File: src/rtl/mem_port_arbiter.sv
// mem_port_arbiter: shares one memory data port between instruction fetch
// and the memory stage, one non-pipelined transaction in flight at a time.
//
// Ports:
//   clk, reset            clock (rising edge), async active-high reset
//   f_req/f_addr          fetch read request and address (held until f_gnt)
//   f_gnt                 fetch request accepted this cycle
//   f_rvalid/f_rdata      fetch read data pulse / data (held until next pulse)
//   d_req/d_we/d_addr     memory-stage request, store flag, address
//   d_wdata               store data
//   d_gnt                 data request accepted this cycle
//   d_rvalid/d_rdata      load data pulse / data (held until next pulse)
//   mem_write/mem_addr    memory write strobe and address
//   mem_wdata/mem_rdata   memory write data / read data
//   stall_fetch           fetch access pending or in flight
//   stall_memory          data access pending or in flight
module mem_port_arbiter #(
    parameter int ADDR_W       = 16,
    parameter int DATA_W       = 16,
    parameter int MEM_LATENCY  = 1,
    parameter int STARVE_LIMIT = 4
) (
    input  logic              clk,
    input  logic              reset,
    input  logic              f_req,
    input  logic [ADDR_W-1:0] f_addr,
    output logic              f_gnt,
    output logic              f_rvalid,
    output logic [DATA_W-1:0] f_rdata,
    input  logic              d_req,
    input  logic              d_we,
    input  logic [ADDR_W-1:0] d_addr,
    input  logic [DATA_W-1:0] d_wdata,
    output logic              d_gnt,
    output logic              d_rvalid,
    output logic [DATA_W-1:0] d_rdata,
    output logic              mem_write,
    output logic [ADDR_W-1:0] mem_addr,
    output logic [DATA_W-1:0] mem_wdata,
    input  logic [DATA_W-1:0] mem_rdata,
    output logic              stall_fetch,
    output logic              stall_memory
);

    localparam int LAT_W = $clog2(MEM_LATENCY + 1);
    localparam int STV_W = $clog2(STARVE_LIMIT + 1);

    localparam logic [LAT_W-1:0] LAT_INIT = LAT_W'(MEM_LATENCY);
    localparam logic [LAT_W-1:0] LAT_LAST = LAT_W'(1);
    localparam logic [STV_W-1:0] STV_MAX  = STV_W'(STARVE_LIMIT);

    typedef enum logic [1:0] {
        IDLE  = 2'd0,
        ISSUE = 2'd1,
        WAIT  = 2'd2,
        RESP  = 2'd3
    } state_t;

    state_t            state_q,   state_d;
    logic              owner_q,   owner_d;
    logic              we_q,      we_d;
    logic [ADDR_W-1:0] addr_q,    addr_d;
    logic [DATA_W-1:0] wdata_q,   wdata_d;
    logic [LAT_W-1:0]  lat_q,     lat_d;
    logic [STV_W-1:0]  starve_q,  starve_d;
    logic [DATA_W-1:0] f_rdata_q, f_rdata_d;
    logic [DATA_W-1:0] d_rdata_q, d_rdata_d;

    logic can_grant;
    logic fetch_forced;
    logic f_gnt_w;
    logic d_gnt_w;
    logic busy;

    // Grants are combinational; gating with reset keeps every output low
    // while reset is held, even if a requester keeps its request up.
    always_comb begin
        can_grant    = ~reset & ((state_q == IDLE) | (state_q == RESP));
        fetch_forced = f_req & (starve_q == STV_MAX);
        d_gnt_w      = can_grant & d_req & ~fetch_forced;
        f_gnt_w      = can_grant & f_req & ~d_gnt_w;
    end

    always_comb begin
        state_d   = state_q;
        owner_d   = owner_q;
        we_d      = we_q;
        addr_d    = addr_q;
        wdata_d   = wdata_q;
        lat_d     = lat_q;
        starve_d  = starve_q;
        f_rdata_d = f_rdata_q;
        d_rdata_d = d_rdata_q;

        unique case (state_q)
            IDLE: begin
                state_d = IDLE;
            end
            ISSUE: begin
                if (we_q) begin
                    state_d = IDLE;
                end else begin
                    state_d = WAIT;
                    lat_d   = LAT_INIT;
                end
            end
            WAIT: begin
                if (lat_q == LAT_LAST) begin
                    state_d = RESP;
                    if (owner_q) begin
                        d_rdata_d = mem_rdata;
                    end else begin
                        f_rdata_d = mem_rdata;
                    end
                end else begin
                    lat_d = lat_q - LAT_LAST;
                end
            end
            RESP: begin
                state_d = IDLE;
            end
            default: begin
                state_d = IDLE;
            end
        endcase

        // A grant in IDLE or RESP overrides the fall-back to IDLE.
        if (d_gnt_w) begin
            state_d = ISSUE;
            owner_d = 1'b1;
            we_d    = d_we;
            addr_d  = d_addr;
            wdata_d = d_wdata;
        end else if (f_gnt_w) begin
            state_d = ISSUE;
            owner_d = 1'b0;
            we_d    = 1'b0;
            addr_d  = f_addr;
        end

        // Counts data grants taken while fetch waits; any fetch grant or
        // a quiet fetch side resets it.
        if (~f_req | f_gnt_w) begin
            starve_d = '0;
        end else if (d_gnt_w & ~(&starve_q)) begin
            starve_d = starve_q + STV_W'(1);
        end
    end

    always_ff @(posedge clk or posedge reset) begin
        if (reset) begin
            state_q   <= IDLE;
            owner_q   <= 1'b0;
            we_q      <= 1'b0;
            addr_q    <= '0;
            wdata_q   <= '0;
            lat_q     <= '0;
            starve_q  <= '0;
            f_rdata_q <= '0;
            d_rdata_q <= '0;
        end else begin
            state_q   <= state_d;
            owner_q   <= owner_d;
            we_q      <= we_d;
            addr_q    <= addr_d;
            wdata_q   <= wdata_d;
            lat_q     <= lat_d;
            starve_q  <= starve_d;
            f_rdata_q <= f_rdata_d;
            d_rdata_q <= d_rdata_d;
        end
    end

    // addr_q/wdata_q only change on a grant edge, so the memory pins hold
    // their last value whenever no access is being issued.
    always_comb begin
        busy         = (state_q == ISSUE) | (state_q == WAIT);
        f_gnt        = f_gnt_w;
        d_gnt        = d_gnt_w;
        mem_write    = (state_q == ISSUE) & we_q;
        mem_addr     = addr_q;
        mem_wdata    = wdata_q;
        f_rvalid     = (state_q == RESP) & ~owner_q;
        d_rvalid     = (state_q == RESP) & owner_q;
        f_rdata      = f_rdata_q;
        d_rdata      = d_rdata_q;
        stall_fetch  = ~reset & (f_req | (busy & ~owner_q));
        stall_memory = ~reset & (d_req | (busy & owner_q));
    end

endmodule
File: config.mk
export PLATFORM = sky130hd
export DESIGN_NAME = mem_port_arbiter
export DESIGN_NICKNAME = d
export VERILOG_FILES = /design/src/rtl/mem_port_arbiter.sv
export SDC_FILE = /design/constraint.sdc
export NUM_CORES = 1
export LEC_CHECK = 0
export CORE_MARGIN = 2
export CORE_UTILIZATION = 53
export DETAILED_ROUTE_END_ITERATION = 7
export DONT_BUFFER_PORTS = 1
export PLACE_DENSITY = 0.65
export SLEW_MARGIN = 20
export SYNTH_ARGS = -nofsm -noshare
export SYNTH_HDL_FRONTEND = slang
export SYNTH_SLANG_ARGS = --single-unit
File: constraint.sdc
create_clock -name clk -period 2.9 [get_ports clk]
set_clock_uncertainty 0.05 [all_clocks]
set_input_delay 0.435 -clock clk [delete_from_list [all_inputs] [get_ports clk]]
set_output_delay 0.435 -clock clk [all_outputs]
set_load 0.02 [all_outputs]
Word level (Yosys, flattened, before mapping)
Cells that the tools add are included.
{"block": "op_classes", "add_sub_neg": 2, "eq_ne": 6, "muxes": 15, "bitwise_logic": 25, "reduce_logical": 9}
{"cell": "16-bit two-way mux", "n": 2}
{"cell": "1-bit AND", "n": 14}
{"cell": "3-bit AND reduction", "n": 3}
{"cell": "2-bit two-way mux", "n": 4}
{"cell": "3-bit two-way mux", "n": 2}
{"cell": "1-bit NOT", "n": 6}
{"cell": "2-bit one-hot mux with 3 select lines", "n": 1}
{"cell": "2-bit nonzero test", "n": 3}
{"cell": "1-bit two-way mux", "n": 5}
{"cell": "1-bit bitwise OR", "n": 5}
{"cell": "2-bit == test (second input constant)", "n": 2}
{"cell": "4-bit inequality test (second input constant)", "n": 1}
{"cell": "3-bit by 1-bit adder with 3-bit output (second input constant)", "n": 1}
{"cell": "3-bit == test (second input constant)", "n": 1}
{"cell": "2-bit by 1-bit == test with 1-bit output (second input constant)", "n": 1}
{"cell": "2-bit logical NOT", "n": 1}
{"cell": "2-bit inequality test (second input constant)", "n": 1}
{"cell": "1-bit one-hot mux with 2 select lines", "n": 1}
{"cell": "2-bit AND reduction", "n": 1}
{"cell": "2-bit OR reduction", "n": 1}
{"cell": "1-bit subtractor (second input constant)", "n": 1}
{"block": "totals", "reg_bits": 72, "inputBits": 69, "out_inout_bits": 71, "word_cells": 66}

Depth between registers and ports, before layout
Gate-level depths: netlist of run 1.
{"block": "depth", "ltp_word": 9, "mapped_depth": 7, "depth_no_buf": 6}

Least setup slack after synthesis of run 1
OpenSTA, ideal clock, no wires.
{"block": "synth_path", "path_kind": "register -> output", "startpoint": "reg state_q[0]", "endpoint": "out f_gnt", "arrival_ns": 1.685, "required_time_ns": 2.415, "path_slack_ns": 0.730, "path_stages_with_launch": 8, "path_buffers": 1, "path_cell_list": "dfrtp_1 > inv_1 > ha_1 > and2b_1 > nand3_4 > inv_4 > buf_6 > nor2_1"}
{"block": "synth_between", "elab_chain_len": 7, "elab_cells_between_ends": 9, "classes_between": "eq/ne: 1; bitwise: 7; reduce/logical: 1"}
{"element": "start: declaration", "line_no": "59", "rtl": "state_t state_q, state_d;"}
{"element": "start signal: assignment", "line_no": "162", "rtl": "state_q <= state_d;"}
{"element": "2-bit == test or 2-bit logical NOT (tied branches)", "line_no": "78", "rtl": "can_grant = ~reset & ((state_q == IDLE) | (state_q == RESP));"}
{"element": "1-bit bitwise OR (*)", "line_no": "78"}
{"element": "1-bit AND (*)", "line_no": "78"}
{"element": "1-bit AND (*) (2 in a row)", "line_no": "80", "rtl": "d_gnt_w = can_grant & d_req & ~fetch_forced;"}
{"element": "named net d_gnt", "line_no": "34", "rtl": "output logic d_gnt,"}
{"element": "1-bit NOT (*)", "line_no": "81", "rtl": "f_gnt_w = can_grant & f_req & ~d_gnt_w;"}
{"element": "1-bit AND (*)", "line_no": "81"}
{"element": "end: declaration", "line_no": "27", "rtl": "output logic f_gnt,"}
Mark *: on every way through the listed nets, which the timed path passes. The rest lies on a longest branch.

Worst setup path in the final report of run 1
Same ends and word-level chain as after synthesis.

==> results of run 1 <==
[final cells by class]
class	count	area [sq um]
Timing Repair Buffer	7	52.55
Inverter	8	42.54
Multi-Input combinational cell	129	1323
Tap cell	75	93.84
Clock inverter	6	92.59
Fill cell	468	2352
Sequential cell	72	1802
Clock buffer	10	127.6
[stage by stage]
step	power (uW)	instances	instance area (sq um)	setup WS, ns
2_1_floorplan	3388	216	3224	0.5901
6_report	4506	307	3533	0.4227
4_1_cts	4536	304	3501	0.01402
5_1_grt	4744	307	3533	0.2610
3_3_place_gp	3559	288	3281	0.5175
3_5_place_dp	3661	288	3281	0.3922
[repair_timing]
| action | in CTS | in global routing |
|---|---|---|
| endpoints found under the setup margin | 0 | 1 |
| resized for setup | 0 | 3 |
| buffers inserted | 0 | 3 |
[worst max-delay path: stages (launching register included)]
cell      delay [ns]
dfrtp_1         0.39
inv_1           0.09
ha_1            0.38
and2b_1         0.25
nand3_4         0.12
clkinv_8        0.15
nor2_1          0.13
buf_4           0.14
[sequential cells by signal (all words and copies together), names as in the netlist]
| signal | count |
|---|---|
| d_rdata | 16 |
| f_rdata | 16 |
| mem_addr | 16 |
| mem_wdata | 16 |
| starve_q | 3 |
| state_q | 2 |
| lat_q | 1 |
| owner_q | 1 |
| we_q | 1 |
[synthesized netlist by cell type (all sizes together) (2+ instances only)]
cell / instances
a31oi: 2
nand3: 6
dfrtp: 72
ha: 7
a21oi: 2
nor2: 7
nand4: 3
nand2: 6
nand3b: 2
and2: 2
mux2: 80
buf: 6
nor2b: 2
inv: 8
[routing by layer]
layer | share of wire (%) | wire length (um) | up-vias | global-route usage, %
met5 | 0 | 0 | - | 0
met4 | 1.5 | 98 | 0 | 8.667
met3 | 8.3 | 535 | 8 | 8.462
met2 | 55 | 3567 | 74 | 33.98
met1 | 35 | 2262 | 915 | 21.37
li1 | - | - | 786 | -
[cells by family after synthesis]
| kind of cell | synth area share (%) |
|---|---|
| buffers and inverters | 3.105 |
| DFF | 55.88 |
| and+or+nand+nor | 5.860 |
| muxes | 30.38 |
| AOI/OAI and AO/OA | 2.057 |
| adders and majority gates | 2.716 |
[final timing paths]
check | slack, ns | end
min | 0.04 | mem_addr[14]
min reg2reg | 0.48 | state_q[1]
max | 0.42 | f_gnt
min in group clk | 0.19 | mem_addr[0]
max reg2reg | 0.80 | mem_addr[10]
max in group asynchronous | 1.92 | d_rdata[0]
[layout by cell type, fill, tap and decap left out, drive strengths merged, types with 2 or more instances in the layout]
cell type,instances
mux2,80
dfrtp,72
clkbuf,10
inv,8
nor2,7
ha,7
buf,7
nand2,6
nand3,6
nand4,3
nand3b,2
and2,2
nor2b,2
a21oi,2
a31oi,2
clkinvlp,2
bufinv,2
clkinv,2
[power by group]
part	internal (uW)	switching (uW)	leakage (uW)
clock network	489	376	0.000103
registers	1490	954	0.000850
logic	744	448	0.000630
total	2730	1780	0.00158
==> run_results.csv, run 1 <==
group,metric,value,unit
power,leakage,0.001583,uW
synthesis,ys.flop_type,"dfrtp_1",
power,power_density,1275,nW/um^2
placed_design,place.gp.congestion,0.6870,
synthesis,ys_seq_area_share,55.88,%
clocking,hold_buffers,0,
timing,fin_setup_tns,0,ns
clocking,cts_htree_levels,3,
synthesis,synth_edf_count,0,
synthesis,ys_ff_latch,72,
detailed_routing,drt.antenna.violating_nets,0,
detailed_routing,vias,1783,
placed_design,io_buffers,0,
worst_setup_path,path_class,"reg2out",
clocking,ctsLongestPathBuffers,2,
synthesis,synth_top_area_cell,"dfrtp_1",
timing,finalCriticalPeriod,2.477,ns
status,outcome,"completed",
floorplanning,die_w,82.00,um
layout,finalNetCount,303,
worst_setup_path,crit_fanout,19,
clocking,root_buffer,"clkbuf_8",
timing,finalSetupViolations,0,
clocking,cts_buffers,9,
detailed_routing,post_drt_wl_per_cell,21.05,um
floorplanning,row_count,28,
timing,slew_headroom,44.36,%
floorplanning,start_util,54.78,%
synthesis,syn_inst,216,
detailed_routing,avgViaCountPerCell,5.808,
grt,grt_max_degree,37,
layout,drive_gt1_share,46.12,%
worst_setup_path,worstPathArrival,1.99,ns
floorplanning,core_area,5886,sq um
layout,n_antenna_cell,0,
clocking,clk_latency,0.34,ns
synthesis,synth_cell_types,31,
clocking,clk_pin_slew_worst_paths,0.08,ns
grt,grt_usage,19.85,%
synthesis,syn_area,3224,sq um
detailed_routing,drc_errors,0,
worst_setup_path,r2r_cells,6,
grt,grt_pass1_vias,1960,
grt,antenna_found_initial,0,
power,irDropWorstVdd,0.5809,mV
worst_setup_path,startpoint_type,"flop",
clocking,clock_sinks,72,
synthesis,synth_area_leaders,"dfrtp_1, mux2_2, mux2_4",
clocking,tritoncts,"done",
worst_setup_path,r2r-start,"state_q[0]",
timing,fin_crit_sh,85.42,%
timing,timing_hold_violations_final,0,
floorplanning,die_area,6723,sq um
floorplanning,pin_count,140,
synthesis,yosys.area.top_type_share,55.88,%
timing,fin_hold_ws,0.04435,ns
detailed_routing,drt_wl_total,6463,um
hold_path,hold_class,"in2async",
timing,slew_viol_final,0,
worst_setup_path,critPathCaptureType,"primary output",
detailed_routing,drt_first_pass_iters,4,
grt,globalRouteOverflowTotal,0,
worst_setup_path,cp-startpoint,"state_q[0]",
worst_setup_path,critical_path_required,2.41,ns
synthesis,ys_warn_count,0,
synthesis,syn-num-nets,292,
timing,rsz0062_at_grt,"no",
timing,fmax,0.4037,GHz
detailed_routing,drtIter0Drc,31,
grt,grt_pass1_wl,9729,um
synthesis,synthArstFlopShare,100.0,%
placed_design,dp_hpwl,4824,um
synthesis,syn_area_per_cell,14.93,sq um
timing,worst_slew_pin_slew,0.8323,ns
flow_run,maxCapViolCount,0,
layout,syn2layout_area_growth,9.585,%
layout,fin_util,60.03,%
floorplanning,die_h,82.00,um
No activity file was read; power rests on OpenSTA's default activity.
==> inputs of run 2 (changes only) <==
SETUP_SLACK_MARGIN = 0.3   (was default)
==> run 2 against run 1 <==
  * Clock power shrank 0.7%
  * Combinational power about the same
  * Design area fell by 0.35%
  * Largest cell class unchanged
  * Register-to-register slack improved by 0.04 ns
  * Fmax up 1.7%
  * Critical path type unchanged
  * Total power is 0.32% lower
  * Non-clock buffer count shrank 2
==> run_results.csv, run 2 (same netlist as run 1, synthesis figures left out) <==
group,metric,value,unit
status,outcome,"completed",
detailed_routing,vias,1759,
worst_setup_path,path_delay_family,"simple AND/OR/NAND/NOR gates",
timing,slew_viol_final,0,
grt,grt_pass1_vias,1964,
grt,antenna_found_initial,0,
floorplanning,die_area,6723,sq um
worst_setup_path,r2r-start,"state_q[0]",
power,irDropWorstVdd,0.5801,mV
grt,globalRouteOverflowTotal,0,
power,power_frac_clock,19.1,%
hold_path,hold_class,"in2async",
worst_setup_path,crit_fanout,19,
worst_setup_path,path_class,"reg2out",
detailed_routing,avgViaCountPerCell,5.767,
grt,grt_usage,19.88,%
detailed_routing,drt.antenna.violating_nets,0,
detailed_routing,post_drt_wl_per_cell,20.87,um
worst_setup_path,critPathCaptureType,"primary output",
worst_setup_path,startpoint_type,"flop",
power,p_sw_share,39.35,%
worst_setup_path,crit_chain,"inv_1 -> ha_2 -> and2b_1 -> nand3_4 -> inv_12 -> nor2_1 -> buf_4",
timing,slew_headroom,43.64,%
timing,timing_hold_violations_final,0,
timing,fin_crit_sh,83.97,%
power,power.internal,2724,uW
clocking,hold_buffers,0,
layout,layout_common_cells,"dfrtp_1, mux2_2, mux2_4, clkbuf_8, nor2_1",
power,seqPwrFrac,54.5,%
placed_design,place.gp.congestion,0.6870,
timing,fmax,0.4107,GHz
worst_setup_path,cp.buffers_inverters,3,
timing,finalCriticalPeriod,2.435,ns
clocking,clk_pin_slew_worst_paths,0.08,ns
clocking,cts_htree_levels,3,
timing,rsz0062_at_grt,"no",
floorplanning,start_util,54.78,%
detailed_routing,drc_errors,0,
clocking,ctsLongestPathBuffers,2,
worst_setup_path,cp.depth,7,
worst_setup_path,cp-startpoint,"state_q[0]",
floorplanning,die_w,82.00,um
timing,finalSetupViolations,0,
layout,n_fill_cell,473,
floorplanning,pin_count,140,
layout,multi_input_area,1325,sq um
clocking,clock_sinks,72,
floorplanning,row_count,28,
timing,fin_setup_tns,0,ns
timing,worst_slew_pin_slew,0.8429,ns
layout,final_common_cell,"dfrtp_1",
worst_setup_path,max_stage_delay,0.39,ns
power,leakage,0.001572,uW
layout,n_antenna_cell,0,
detailed_routing,drtIter0Drc,30,
worst_setup_path,critical_path_required,2.41,ns
flow_run,maxCapViolCount,0,
clocking,tritoncts,"done",
power,power,4492,uW
grt,grt_max_degree,37,
floorplanning,core_area,5886,sq um
layout,drive_gt1_share,46.09,%
detailed_routing,drt_wl_total,6366,um
layout,syn2layout_area_growth,9.197,%
worst_setup_path,cp_slowest_cell,"dfrtp_1",
worst_setup_path,worstPathArrival,1.95,ns
grt,grt_pass1_wl,9742,um
clocking,cts_buffers,9,
floorplanning,die_h,82.00,um
layout,finalNetCount,301,
power,pwr-share-comb,26.4,%
placed_design,dp_hpwl,4824,um
worst_setup_path,r2r_cells,6,
power,p_sw,1768,uW
detailed_routing,drt_first_pass_iters,4,
clocking,clk_latency,0.34,ns
power,power_density,1276,nW/um^2
clocking,root_buffer,"clkbuf_8",
layout,seq_area,1802,sq um
placed_design,io_buffers,0,
## run 2: cell count changes in the layout (fill, tap and decap cells not counted)
cell	change
inv_12	+1
ha_1	-1
buf_4	-2
clkinv_8	-1
ha_2	+1
## run 2: through the flow
stage | util, % | std cells | hold slack, ns | area [sq um] | setup WS (ns)
3_3_place_gp | 55.74 | 288 | 0.4221 | 3281 | 0.5175
5_1_grt | 59.82 | 305 | 0.08670 | 3521 | 0.3283
4_1_cts | 59.78 | 305 | 0.05848 | 3518 | 0.4164
3_5_place_dp | 55.74 | 288 | 0.4412 | 3281 | 0.3922
2_1_floorplan | - | 216 | 0.4277 | 3224 | 0.5901
6_report | 59.82 | 305 | 0.05461 | 3521 | 0.4650
## run 2: timing repair
item                                    CTS  global route
buffers inserted                          1             0
hold endpoints to repair                  0             0
endpoints found under the setup margin    2             1
pin swaps                                 1             0
gates resized for setup                   3             1
## run 2: final timing paths
kind	endpoint	slack, ns
hold reg to reg	state_q[1]	0.48
setup / recovery	f_gnt	0.46
max in group asynchronous	d_rdata[0]	1.91
setup reg to reg	mem_addr[10]	0.84
min in group clk	mem_addr[0]	0.19
hold / removal	mem_addr[1]	0.05
## run 2: per-layer routing
metal / vias to the layer above / global-route usage (%) / part of all wire, %
met5: - / 0 / 0
met4: 0 / 8.667 / 1.5
met3: 8 / 8.462 / 8.2
met2: 74 / 33.82 / 55
met1: 890 / 21.58 / 35
li1: 787 / - / -
## run 2: layout make-up
class	count	share of cell area, %
clock buffers	10	3.625
clock inverters	6	2.630
inverters	8	1.208
multi-input cells	129	37.63
flip-flops and latches	72	51.17
well taps	75	2.665
repair buffers	5	1.066
## run 2: power groups by stage
stage	clock network [uW]	logic (uW)	registers [uW]
floorplan	0	1060	2330
detailed placement	0	1200	2470
finish	859	1190	2450
CTS	887	1200	2460
global placement	0	1110	2450
global route	928	1310	2500
